### src/rtl/dm_cache_sim.sv
// dm_cache_sim: direct-mapped cache tag/valid model driven by the trace generator.
// Classifies each access as hit or miss, models a fixed miss-fill latency and
// keeps saturating access/hit/miss statistics.
//
// Optional feature macro: CACHE_FLUSH_EN (adds the flush input; valid bits
// can then be cleared from IDLE without a reset).
//
// Ports:
//   clk           clock
//   reset         synchronous, active-high reset
//   trace_ready   mem_addr valid; request to process an access
//   mem_addr      access address (ADDR_W)
//   flush         (CACHE_FLUSH_EN only) clear all valid bits when idle
//   updated       one-cycle pulse: access complete, send next address
//   hit / miss    access result, valid with updated
//   busy          an access is in progress
//   access_count  completed accesses (saturating, CNT_W)
//   hit_count     completed hits (saturating, CNT_W)
//   miss_count    completed misses (saturating, CNT_W)
module dm_cache_sim #(
    parameter int unsigned ADDR_W   = 32,
    parameter int unsigned OFFSET_W = 4,
    parameter int unsigned INDEX_W  = 4,
    parameter int unsigned MISS_LAT = 4,
    parameter int unsigned CNT_W    = 16
) (
    input  logic              clk,
    input  logic              reset,
    input  logic              trace_ready,
    input  logic [ADDR_W-1:0] mem_addr,
`ifdef CACHE_FLUSH_EN
    input  logic              flush,
`endif
    output logic              updated,
    output logic              hit,
    output logic              miss,
    output logic              busy,
    output logic [CNT_W-1:0]  access_count,
    output logic [CNT_W-1:0]  hit_count,
    output logic [CNT_W-1:0]  miss_count
);

    localparam int unsigned LINE_W = ADDR_W - OFFSET_W;
    localparam int unsigned TAG_W  = LINE_W - INDEX_W;
    localparam int unsigned LINES  = 2 ** INDEX_W;
    localparam int unsigned LAT_W  = (MISS_LAT > 1) ? $clog2(MISS_LAT) : 1;

    typedef enum logic [1:0] {
        IDLE   = 2'd0,
        LOOKUP = 2'd1,
        FILL   = 2'd2,
        RESP   = 2'd3
    } state_t;

    state_t             state;
    state_t             state_next;
    logic [LINE_W-1:0]  line_q;
    logic [LAT_W-1:0]   wait_q;
    logic [LINES-1:0]   valid;
    logic [TAG_W-1:0]   tag_mem [LINES];

    logic [INDEX_W-1:0] index_c;
    logic [TAG_W-1:0]   tag_c;
    logic               lookup_hit_c;
    logic               flush_req_c;
    logic               fill_done_c;
    logic               unused_offset;

    // Block offset never affects tag/valid state.
    assign unused_offset = ^mem_addr[OFFSET_W-1:0];

    assign index_c      = line_q[INDEX_W-1:0];
    assign tag_c        = line_q[LINE_W-1:INDEX_W];
    assign lookup_hit_c = valid[index_c] && (tag_mem[index_c] == tag_c);
    assign fill_done_c  = (wait_q == '0);

`ifdef CACHE_FLUSH_EN
    assign flush_req_c = flush;
`else
    assign flush_req_c = 1'b0;
`endif

    // State register.
    always_ff @(posedge clk) begin
        if (reset) begin
            state <= IDLE;
        end else begin
            state <= state_next;
        end
    end

    // Next-state logic; a flush in IDLE wins over a pending access.
    always_comb begin
        state_next = state;
        unique case (state)
            IDLE:    if (!flush_req_c && trace_ready) state_next = LOOKUP;
            LOOKUP:  state_next = lookup_hit_c ? RESP : FILL;
            FILL:    if (fill_done_c) state_next = RESP;
            RESP:    state_next = IDLE;
            default: state_next = IDLE;
        endcase
    end

    // Datapath, valid bits, registered outputs and statistics.
    always_ff @(posedge clk) begin
        if (reset) begin
            line_q       <= '0;
            wait_q       <= '0;
            valid        <= '0;
            updated      <= 1'b0;
            hit          <= 1'b0;
            miss         <= 1'b0;
            busy         <= 1'b0;
            access_count <= '0;
            hit_count    <= '0;
            miss_count   <= '0;
        end else begin
            unique case (state)
                IDLE: begin
                    if (flush_req_c) begin
                        valid <= '0;
                    end else if (trace_ready) begin
                        line_q <= mem_addr[ADDR_W-1:OFFSET_W];
                    end
                end
                LOOKUP: wait_q <= LAT_W'(MISS_LAT - 1);
                FILL: begin
                    if (fill_done_c) begin
                        valid[index_c] <= 1'b1;
                    end else begin
                        wait_q <= wait_q - 1'b1;
                    end
                end
                RESP: begin
                    if (access_count != '1) access_count <= access_count + 1'b1;
                    if (hit && (hit_count != '1)) hit_count <= hit_count + 1'b1;
                    if (miss && (miss_count != '1)) miss_count <= miss_count + 1'b1;
                end
                default: ;
            endcase

            // Outputs track the state being entered so they line up with RESP.
            updated <= (state_next == RESP);
            hit     <= (state == LOOKUP) && (state_next == RESP);
            miss    <= (state == FILL) && (state_next == RESP);
            busy    <= (state_next != IDLE);
        end
    end

    // Tag storage needs no reset; valid bits qualify it.
    always_ff @(posedge clk) begin
        if (!reset && (state == FILL) && fill_done_c) begin
            tag_mem[index_c] <= tag_c;
        end
    end

endmodule

### config.mk
export PLATFORM = sky130hd
export DESIGN_NAME = dm_cache_sim
export DESIGN_NICKNAME = d
export VERILOG_FILES = /design/src/rtl/dm_cache_sim.sv
export SDC_FILE = /design/constraint.sdc
export NUM_CORES = 1
export LEC_CHECK = 0
export ABC_AREA = 1
export BUFFER_PORTS_ARGS = -buffer_cell sky130_fd_sc_hd__buf_2
export CORE_ASPECT_RATIO = 0.75
export CORE_MARGIN = 4
export CORE_UTILIZATION = 40
export CTS_BUF_LIST = sky130_fd_sc_hd__clkbuf_4 sky130_fd_sc_hd__clkbuf_8
export DETAILED_ROUTE_END_ITERATION = 10
export PLACE_DENSITY = 0.59
export SETUP_SLACK_MARGIN = 0.4
export SLEW_MARGIN = 20
export SYNTH_ARGS = -nofsm -noshare
export SYNTH_HDL_FRONTEND = slang
export SYNTH_SLANG_ARGS = --single-unit
### constraint.sdc
create_clock -name clk -period 5 [get_ports clk]
set_clock_uncertainty 0.05 [all_clocks]
set_input_delay 0.5 -clock clk [delete_from_list [all_inputs] [get_ports clk]]
set_output_delay 0.5 -clock clk [all_outputs]
set_load 0.01 [all_outputs]
## Yosys cells after proc, flatten, opt, wreduce, memory -nomap -nowiden

Memory sizes are Yosys's and may differ from the RTL's. A register that Yosys moved wholly into a read port is not among the register bits.
Cells that the tools add are included.

| word-level totals | value |
|---|---|
| bits in registers | 100 |
| RAM bits | 384 |
| memories | 1 |

| operators by class | value |
|---|---|
| add/subtract/negate cells | 4 |
| magnitude comparators | 2 |
| equal/unequal tests | 9 |
| mux-type cells | 14 |
| bitwise logic cells | 1 |
| reduce and logical (&&, ||, !) cells | 19 |

Memories:

| memory | depth | bits a word | read ports | clocked after memory_dff | write ports | RTL line | RTL |
|---|---|---|---|---|---|---|---|
| tag_mem | 16 | 24 | 1 | 1 | 1 | 60 | `logic [TAG_W-1:0] tag_mem [LINES];` |

Operators with widths:

| operator | count |
|---|---|
| 16-bit by 1-bit adder with 16-bit output (second input constant) | 3 |
| 16-bit inequality test (second input constant) | 3 |
| 24-bit == test | 1 |
| 16-bit bitwise OR | 1 |
| 2-bit AND reduction | 6 |
| 1-bit logical AND | 8 |
| 4-bit two-way mux | 2 |
| 2-bit case mux with 4 select lines | 1 |
| 2-bit == test (second input constant) | 3 |
| 2-bit two-way mux | 3 |
| 4-bit by 5-bit < comparator with 1-bit output (second input constant) | 1 |
| 1-bit two-way mux | 5 |
| 1-bit binary-select mux with 4-bit select | 1 |
| 1-bit demux with 4-bit select | 1 |
| 4-bit by 1-bit greater-or-equal comparator with 1-bit output (second input constant) | 1 |
| 2-bit zero test | 2 |
| 2-bit case mux with 2 select lines | 1 |
| 2-bit nonzero test | 2 |
| 2-bit by 1-bit == test with 1-bit output (second input constant) | 1 |
| 2-bit inequality test (second input constant) | 1 |
| 2-bit by 1-bit subtractor with 2-bit output (second input constant) | 1 |
| 1-bit zero test | 1 |

## Longest topological paths before layout

Gate-level depths: netlist of run 1.

| depth | value |
|---|---|
| depth after elaboration | 7 |
| gate-level depth with buffers | 18 |
| depth with buffers taken out | 16 |

## Least setup slack after synthesis of run 1

OpenSTA, ideal clock, no wires.

| path | value |
|---|---|
| path type | flip-flop to flip-flop |
| from | register state[0] |
| to | memory tag_mem[0][0] (netlist name) (enable) |
| setup time | 0.405 ns |
| data arrival time | 2.085 ns |
| slack | 2.460 ns |
| cell stages (with the launch flop) | 7 |
| buffers on the path | 0 |
| period minus slack after synthesis | 2.540 ns |
| path through | dfxtp_1 inv_1 ha_1 nand2_1 nor2_1 nand2_1 nor2_1 |

| between the ends | value |
|---|---|
| word-level cells in the longest chain between the ends | 5 |

Ends and longest elaborated chain:

| element | RTL line | RTL |
|---|---|---|
| start: declaration | 55 | `state_t state;` |
| start signal: assignment | 88 | `state <= state_next;` |
| 2-bit == test | 152 | `if (!reset && (state == FILL) && fill_done_c) begin` |
| 1-bit logical AND (2 in series) | 152 |  |
| 1-bit two-way mux | 152 |  |
| 1-bit two-way mux (not written as such) | 153 | `tag_mem[index_c] <= tag_c;` |
| end: declaration | 60 |  |

Every way passes these cells.

==> results of run 1 <==
power by group:
group	total [W]	internal [W]	leakage, nW	switching (W)
clock	0.00348	0.00190	0.845	0.00158
combinational	0.00242	0.000718	4.22	0.00170
sequential	0.00515	0.00479	4.37	0.000359
per-stage QoR:
stage	utilization	worst slack (ns)	hold slack, ns
after global routing	0.464	1.15	0.104
after CTS	0.464	1.44	0.0460
final	0.464	1.43	0.103
after global placement	0.432	1.52	0.387
after floorplan	-	2.46	0.373
after detailed placement	0.432	1.47	0.404
path summary, 6_finish.rpt:
path	startpoint	end
worst min register to register	valid[6]	valid[6]
worst max-delay path	register	hit
worst min-delay path	mem_addr[11]	line_q[7]
worst max register to register	register	hit
cell usage after synthesis, types with 8 or more instances:
| cell type | count |
|---|---|
| nor2_1 | 144 |
| dfxtp_1 | 104 |
| buf_2 | 45 |
| o22ai_1 | 11 |
| nand3_1 | 244 |
| ha_1 | 9 |
| a21oi_1 | 65 |
| o21ai_1 | 9 |
| clkbuf_1 | 40 |
| nor3_1 | 16 |
| nand2_1 | 635 |
| edfxtp_1 | 384 |
| o21ai_0 | 93 |
| inv_1 | 242 |
| o211ai_1 | 14 |
| buf_1 | 8 |
state kept, by name (all words and copies together), names as in the netlist, 2 cells and up, named ones only:
register and cells:
access_count 16, valid 16, hit_count 16, wait_q 2
miss_count 16, line_q 28, state 2, tag_mem 384
routing by layer:
metal  track usage  vias to the layer above  wire (um)
met5             0                        -          0
met4        0.0571                        0       1050
met3        0.0363                       74       3330
met2         0.304                      420      24300
met1         0.278                     7040      25300
li1              -                     7219          -
critical path: cells and delay by family (launching register included):
kind | cells | cell delay (ns)
AND/OR/NAND/NOR | 13 | 1.30
buffers and inverters | 2 | 1.27
flip-flops | 1 | 0.55
AO/OA/AOI/OAI | 1 | 0.23
logic make-up (layout without fill, tap and decap cells):
kind of cell               after synthesis  after routing  share of synthesized area
xor gates and xnor gates                 4              4                    0.00170
AOI/OAI and AO/OA                      204            204                     0.0537
adders and majority gates                9              9                    0.00546
buffers and inverters                  343            508                     0.0660
DFF                                    488            488                      0.660
and+or+nand+nor                       1065           1065                      0.213
other                                    0              1                          0
layout make-up:
class	instances	area [um^2]	area share
Antenna cell	1	2.50	0.000107
Clock buffer	117	1440	0.0615
Clock inverter	28	158	0.00673
Inverter	246	928	0.0396
Multi-Input combinational cell	1282	5780	0.247
Sequential cell	488	13600	0.581
Tap cell	657	822	0.0351
Timing Repair Buffer	117	686	0.0293
==> impl_metrics.py, run 1 <==
metrics = {
    "die": {
        "die_y_um": 205,
        "dieArea_um2": 55300,
        "io_pins": 87,
        "rows": 71,
        "die_w_um": 270,
        "core_area_um2": 50500,
        "initial_utilization": 0.408,
    },
    "drt": {
        "vias_per_cell": 5.02,
        "finalWirelength_mm": 54.0,
        "avgRoutedWirePerCell_um": 18.4,
        "drt_iter0_markers": 1511,
        "vias": 14753,
        "drcViolationCount": 0,
        "ant_nets": 0,
        "drtPass1Iterations": 5,
    },
    "place": {
        "placed_cells": 2790,
        "io_buffers": 82,
        "dpl.hpwl_mm": 29.8,
        "finalWeightedCongestion": 0.806,
        "placed_area_um2": 21800,
    },
    "clocking": {
        "ctsHoldBuffers": 0,
        "cts_tree": "yes",
        "htreeDepth": 3,
        "clk_latency_ns": 0.65,
        "post_cts_resized": 0,
        "path_clk_slew_ns": 0.06,
        "cts.sink_count": 488,
        "clk_path_buf_depth": 3,
        "numCtsBuffers": 78,
        "post_cts_buffers": 0,
        "root_buffer": "clkbuf_8",
    },
    "status": {
        "status": "completed",
    },
    "min_path": {
        "holdPathStages": 3,
        "hold_path.class": "in2reg",
    },
    "critical_path": {
        "arrival_ns": 4.10,
        "rr_worst_depth": 16,
        "cp_slowest_cell": "inv_4",
        "crit_type": "reg2reg",
        "critPathMostFrequentCell": "nand2_1",
        "regToRegSetupSlack_ns": 1.43,
        "crit_path_start_kind": "register",
        "cp_cell_sequence": "inv_4 > buf_4 > nand2_1 > nand2_1 > nand2_1 > nand3_1 > nand3_1 > nand2_1 > nand2_1 > nand2_1 > nand2_1 > nor2_1 > nand3_1 > o21bai_2 > nand3_1 > nor2_1",
        "cp_slowest_stage_delay_ns": 0.76,
        "worstPathRequired_ns": 5.53,
        "crit_fanout": 81,
        "worst_setup_path_end_kind": "register",
    },
    "sta": {
        "finalSetupViolations": 0,
        "min_period_ns": 3.57,
        "max_freq_mhz": 280,
        "fin_crit_sh": 0.714,
        "relSlewSlack": 0.298,
        "finalHoldViolCount": 0,
        "worstMarginPinSlew_ns": 1.05,
        "finalSetupTns_ns": 0,
        "drv_slew": 0,
        "rsz0062_at_grt": "false",
    },
    "layout": {
        "final_common_cell": "nand2_1",
        "layout-drive-gt1-share": 0.122,
        "layout.cells.most_common_list": "nand2_1 (634), edfxtp_1 (384), nand3_1 (244)",
        "nets": 2257,
        "instances_no_fill": 2936,
        "fin_area_um2": 23400,
        "nFillCells": 4729,
        "area_growth_pct": 13.6,
    },
    "pwr": {
        "p_per_area_nw_per_um2": 471,
        "p_total_w": 0.0110,
        "peakVddDrop_mv": 0.245,
        "leakage_nw": 9.43,
    },
    "logic_synthesis": {
        "ys_seq_elements": 488,
        "synth_ff_type": "edfxtp_1",
        "yosysWarningCount": 0,
        "async_flop_share": 0,
        "synth_edf_count": 384,
        "netlist_area_um2": 20600,
        "synth_cell_types": 35,
        "avgSynthCellArea_um2": 9.76,
        "yosys.area.top_type": "edfxtp_1",
        "synth.top_cell.area_share": 0.559,
        "synth_area_leaders": "edfxtp_1 (56%), nand2_1 (12%), dfxtp_1 (10%)",
        "synth_cells": 2113,
        "ys_seq_area_frac": 0.660,
        "syn_nets": 2157,
    },
    "global_routing": {
        "antenna_found_initial": 2,
        "track_usage": 0.194,
        "grt_pass1_vias": 14189,
        "grt_max_degree": 156,
        "grt_overflow": 0,
        "grt_pass1_wl_mm": 82.5,
    },
    "run": {
        "max-cap-violations": 0,
    },
}
Power figures use the tool's default switching activity.
==> run 2: changes to the inputs <==
Settings changed: ABC_AREA 1 to 0.
Clock period 5 ns to 3.3 ns, I/O delays scaled along.
==> impl_metrics.py, run 2 <==
metrics = {
    "status": {
        "status": "completed",
    },
    "die": {
        "initial_utilization": 0.406,
        "dieArea_um2": 51900,
        "io_pins": 87,
        "core_area_um2": 47600,
        "die_y_um": 198,
        "rows": 69,
        "die_w_um": 262,
    },
    "drt": {
        "vias": 11249,
        "drt_iter0_markers": 1075,
        "ant_nets": 0,
        "vias_per_cell": 5.28,
        "drcViolationCount": 0,
        "avgRoutedWirePerCell_um": 22.1,
        "drtPass1Iterations": 5,
        "finalWirelength_mm": 47.1,
    },
    "min_path": {
        "hold_path.class": "in2reg",
    },
    "layout": {
        "largest_reg_flops": 384,
        "nets": 1473,
        "nFillCells": 4078,
        "layout.cells.most_common_list": "edfxtp_1 (384), dfxtp_1 (100), nand2_1 (89)",
        "area_growth_pct": 20.0,
        "final_common_cell": "edfxtp_1",
        "fin_util": 0.487,
        "largest_register": "tag_mem",
        "layout-drive-gt1-share": 0.280,
        "reg_top3": "tag_mem: 384 flops, line_q: 28 flops",
    },
    "logic_synthesis": {
        "async_flop_share": 0,
        "synth_cell_types": 57,
        "synth.top_cell.area_share": 0.597,
        "netlist_area_um2": 19300,
        "synth_most_common_cell": "edfxtp_1",
        "yosys.area.top_type": "edfxtp_1",
        "synthTopCellsByCount": "edfxtp_1 (384), dfxtp_1 (104), nand2_1 (90), nor2_1 (76), mux4_2 (68)",
        "syn_nets": 1263,
        "ys_seq_area_frac": 0.704,
        "synth_ff_type": "edfxtp_1",
        "synth_area_leaders": "edfxtp_1 (60%), dfxtp_1 (11%), mux4_2 (7.9%)",
        "ys_seq_elements": 488,
        "synth_cells": 1219,
        "avgSynthCellArea_um2": 15.9,
        "yosysWarningCount": 0,
        "synth_edf_count": 384,
    },
    "global_routing": {
        "grt_pass1_vias": 11381,
        "grt_pass1_wl_mm": 71.3,
        "grt_overflow": 0,
        "grt_max_degree": 52,
        "antenna_found_initial": 1,
        "track_usage": 0.184,
    },
    "sta": {
        "finalSetupTns_ns": 0,
        "finalSetupViolations": 0,
        "finalHoldViolCount": 0,
        "fin_crit_sh": 0.859,
        "finalWorstSetupSlack_ns": 0.465,
        "relSlewSlack": 0.432,
        "rsz0062_at_grt": "true",
        "worstMarginPinSlew_ns": 0.852,
        "drv_slew": 0,
        "min_period_ns": 2.83,
        "max_freq_mhz": 353,
    },
    "clocking": {
        "cts.sink_count": 488,
        "cts_tree": "yes",
        "numCtsBuffers": 77,
        "root_buffer": "clkbuf_8",
        "clk_latency_ns": 0.63,
        "path_clk_slew_ns": 0.06,
        "htreeDepth": 3,
        "clk_path_buf_depth": 3,
    },
    "critical_path": {
        "worst-path-buf-inv": 2,
        "cp_slowest_stage_delay_ns": 0.50,
        "cp_slowest_cell": "mux4_2",
        "worstPathRequired_ns": 3.78,
        "critPathMostFrequentCell": "mux4_2",
        "crit_type": "reg2reg",
        "crit_family": "multiplexers",
        "crit_fanout": 5,
        "crit_path_start_kind": "register",
        "worst_setup_path_end_kind": "register",
        "cp_cell_sequence": "buf_12 > mux4_2 > mux4_2 > xor2_1 > nor2_2 > and4b_1 > o2111ai_2 > buf_6 > o41ai_2",
        "arrival_ns": 3.32,
    },
    "run": {
        "max-cap-violations": 0,
    },
    "place": {
        "finalWeightedCongestion": 0.774,
        "io_buffers": 82,
        "dpl.hpwl_mm": 26.6,
        "place_ws_ns": 0.0462,
    },
    "pwr": {
        "leakage_nw": 7.84,
        "p_per_area_nw_per_um2": 640,
        "peakVddDrop_mv": 0.461,
    },
}
run 2: path summary, 6_finish.rpt:
path	start	endpoint	slack, ns	cells after the start
max	register	hit	0.47	9
min	trace_ready	state[0]	0.26	5
max reg2reg	register	hit	0.47	9
min reg2reg	valid[5]	valid[5]	0.42	2
run 2: timing repair:
action                                  CTS  global route
gates cloned                              0             0
endpoints found under the setup margin    5             5
hold buffers                             29             0
setup buffers                            10             6
pin swaps                                 0             5
gates resized for setup                   9            21
endpoints found under the hold margin    32             0
run 2: cell families after synthesis:
kind of cell    count (synthesis)  share of synthesized area
fa+ha+maj                       9                    0.00583
simple gates                  284                     0.0694
buf+inv                        88                     0.0210
compound gates                137                     0.0476
xor+xnor                       61                     0.0276
flops                         488                      0.704
mux                           152                      0.124
run 2: worst min-delay path, delay by kind of cell:
| kind | cells | cell delay (ns) |
|---|---|---|
| compound gates | 2 | 0.22 |
| buf+inv | 2 | 0.19 |
| mux | 1 | 0.14 |
run 2: per-stage QoR:
step                total power, W  instance area (um^2)  hold slack, ns  instances
floorplan                  0.00882                 19300           0.399       1219
global placement           0.00963                 21000           0.406       1944
detailed placement         0.00967                 21000           0.413       1944
CTS                         0.0149                 23000           0.194       2124
global route                0.0155                 23200           0.273       2131
finish                      0.0148                 23200           0.258       2131
run 2: layout make-up:
class                   count  area (um^2)  share of cell area
diodes                      1         2.50            0.000108
clock buffers             109         1360              0.0585
clock inverters            32          178             0.00766
inverters                  27          101             0.00437
multi-input cells         643         5510               0.238
flip-flops and latches    488        13600               0.588
well taps                 639          800              0.0345
repair buffers            192         1610              0.0695
run 2: routing by layer:
metal	share of wire	wire length (um)	global-route usage
met3	0.052	2470	0.0360
met4	0.019	905	0.0472
met2	0.45	21100	0.273
met5	0	0	0
met1	0.48	22700	0.281
run 2: where the power goes:
group	total, W	internal (W)	switching (W)
Combinational	0.00249	0.00110	0.00139
Clock	0.00510	0.00274	0.00236
Sequential	0.00725	0.00700	0.000259
==> run 3: changes to the inputs <==
Settings changed: CORE_UTILIZATION 40 to 35, PLACE_DENSITY 0.59 to 0.53.
==> impl_metrics.py, run 3 (same netlist as run 2, synthesis figures left out) <==
metrics = {
    "drt": {
        "finalWirelength_mm": 49.4,
        "ant_nets": 0,
        "vias": 11247,
        "drcViolationCount": 0,
        "drt_iter0_markers": 1063,
        "avgRoutedWirePerCell_um": 22.3,
        "drtPass1Iterations": 5,
        "vias_per_cell": 5.08,
    },
    "sta": {
        "finalSetupTns_ns": 0,
        "finalHoldViolCount": 0,
        "max_freq_mhz": 360,
        "relSlewSlack": 0.497,
        "min_period_ns": 2.77,
        "finalSetupViolations": 0,
        "worstMarginPinSlew_ns": 0.754,
        "rsz0062_at_grt": "true",
        "drv_slew": 0,
        "fin_crit_sh": 0.841,
    },
    "layout": {
        "final_common_cell": "edfxtp_1",
        "nets": 1474,
        "reg_top3": "tag_mem: 384 flops, line_q: 28 flops",
        "largest_reg_flops": 384,
        "layout.cells.most_common_list": "edfxtp_1 (384), dfxtp_1 (100), nand2_1 (89)",
        "diodes": 0,
        "fin_util": 0.429,
        "area_growth_pct": 21.1,
        "largest_register": "tag_mem",
        "layout-drive-gt1-share": 0.290,
    },
    "clocking": {
        "root_buffer": "clkbuf_8",
        "numCtsBuffers": 77,
        "clk_latency_ns": 0.64,
        "cts.sink_count": 488,
        "clk_path_buf_depth": 3,
        "cts_tree": "yes",
        "htreeDepth": 3,
        "path_clk_slew_ns": 0.06,
    },
    "run": {
        "max-cap-violations": 0,
    },
    "die": {
        "rows": 74,
        "die_w_um": 279,
        "initial_utilization": 0.354,
        "dieArea_um2": 59100,
        "io_pins": 87,
        "die_y_um": 212,
        "core_area_um2": 54500,
    },
    "critical_path": {
        "crit_path_start_kind": "register",
        "rr_worst_depth": 10,
        "worstPathRequired_ns": 3.81,
        "crit_type": "reg2reg",
        "worst_setup_path_end_kind": "register",
        "arrival_ns": 3.28,
        "crit_fanout": 6,
    },
    "place": {
        "finalWeightedCongestion": 0.732,
        "io_buffers": 82,
        "dpl.hpwl_mm": 27.4,
    },
    "pwr": {
        "leakage_nw": 7.93,
        "p_total_w": 0.0150,
        "peakVddDrop_mv": 0.337,
        "p_per_area_nw_per_um2": 643,
    },
    "min_path": {
        "min_from": "reset",
        "hold_path.class": "in2reg",
        "holdPathStages": 2,
    },
    "status": {
        "status": "completed",
    },
    "global_routing": {
        "grt_pass1_vias": 11246,
        "track_usage": 0.165,
        "grt_pass1_wl_mm": 72.4,
        "grt_max_degree": 55,
        "grt_overflow": 0,
        "antenna_found_initial": 1,
    },
}
[run 3: changes by cell type in the layout (fill, tap and decap cells not counted), sizes merged]
cell	delta
bufinv	+1
clkbuf	+10
clkinv	-7
clkinvlp	-2
diode	-1
dlygate4sd3	-1
inv	+1
[run 3: routing by layer]
metal  wire length, um  vias up  share of wire  global-route usage
li1                  -     5128              -                   -
met1             23800     5795           0.48               0.248
met2             22400      269           0.45               0.248
met3              2500       55          0.051              0.0334
met4               693        0          0.014              0.0402
met5                 0        -              0                   0
[run 3: cell type report]
class / count / area, um^2
clock buffers: 117 / 1410
clock inverters: 25 / 178
fillers: 4921 / 31100
inverters: 27 / 101
multi-input cells: 643 / 5550
flip-flops and latches: 488 / 13600
well taps: 722 / 903
repair buffers: 193 / 1640
[run 3: worst max-delay path, stage by stage (launching register included)]
cell and delay [ns]:
dfxtp_4 0.37, buf_12 0.13, buf_4 0.15, buf_4 0.16, mux4_2 0.52, a22oi_1 0.21, nand3_1 0.11, xor2_1 0.17
nor2_1 0.30, o2111ai_4 0.25, o31ai_1 0.27
[run 3: per-stage QoR]
step	cells	hold WS [ns]	setup WS, ns	area (um^2)
after detailed placement	2027	0.410	0.0996	21200
after floorplan	1219	0.399	0.653	19300
after CTS	2205	0.0813	0.393	23200
after global routing	2215	0.122	0.388	23400
after global placement	2027	0.407	0.140	21200
final	2215	0.132	0.525	23400
[run 3: path summary, 6_finish.rpt]
check                   end  slack [ns]
setup / recovery    updated        0.53
hold / removal    line_q[9]        0.13
setup reg to reg    updated        0.53
hold reg to reg   valid[12]        0.42
[run 3: repair_timing]
item / in CTS / in global routing
hold buffers: 28 / 0
resized for setup: 6 / 25
gates cloned: 0 / 2
endpoints found under the setup margin: 5 / 5
pin swaps: 3 / 11
setup buffers: 8 / 8
endpoints found under the hold margin: 32 / 0
[run 3: power by group]
| part | switching [W] | internal [W] |
|---|---|---|
| clock | 0.00234 | 0.00290 |
| sequential | 0.000285 | 0.00700 |
| combinational | 0.00142 | 0.00111 |
| total | 0.00405 | 0.0110 |
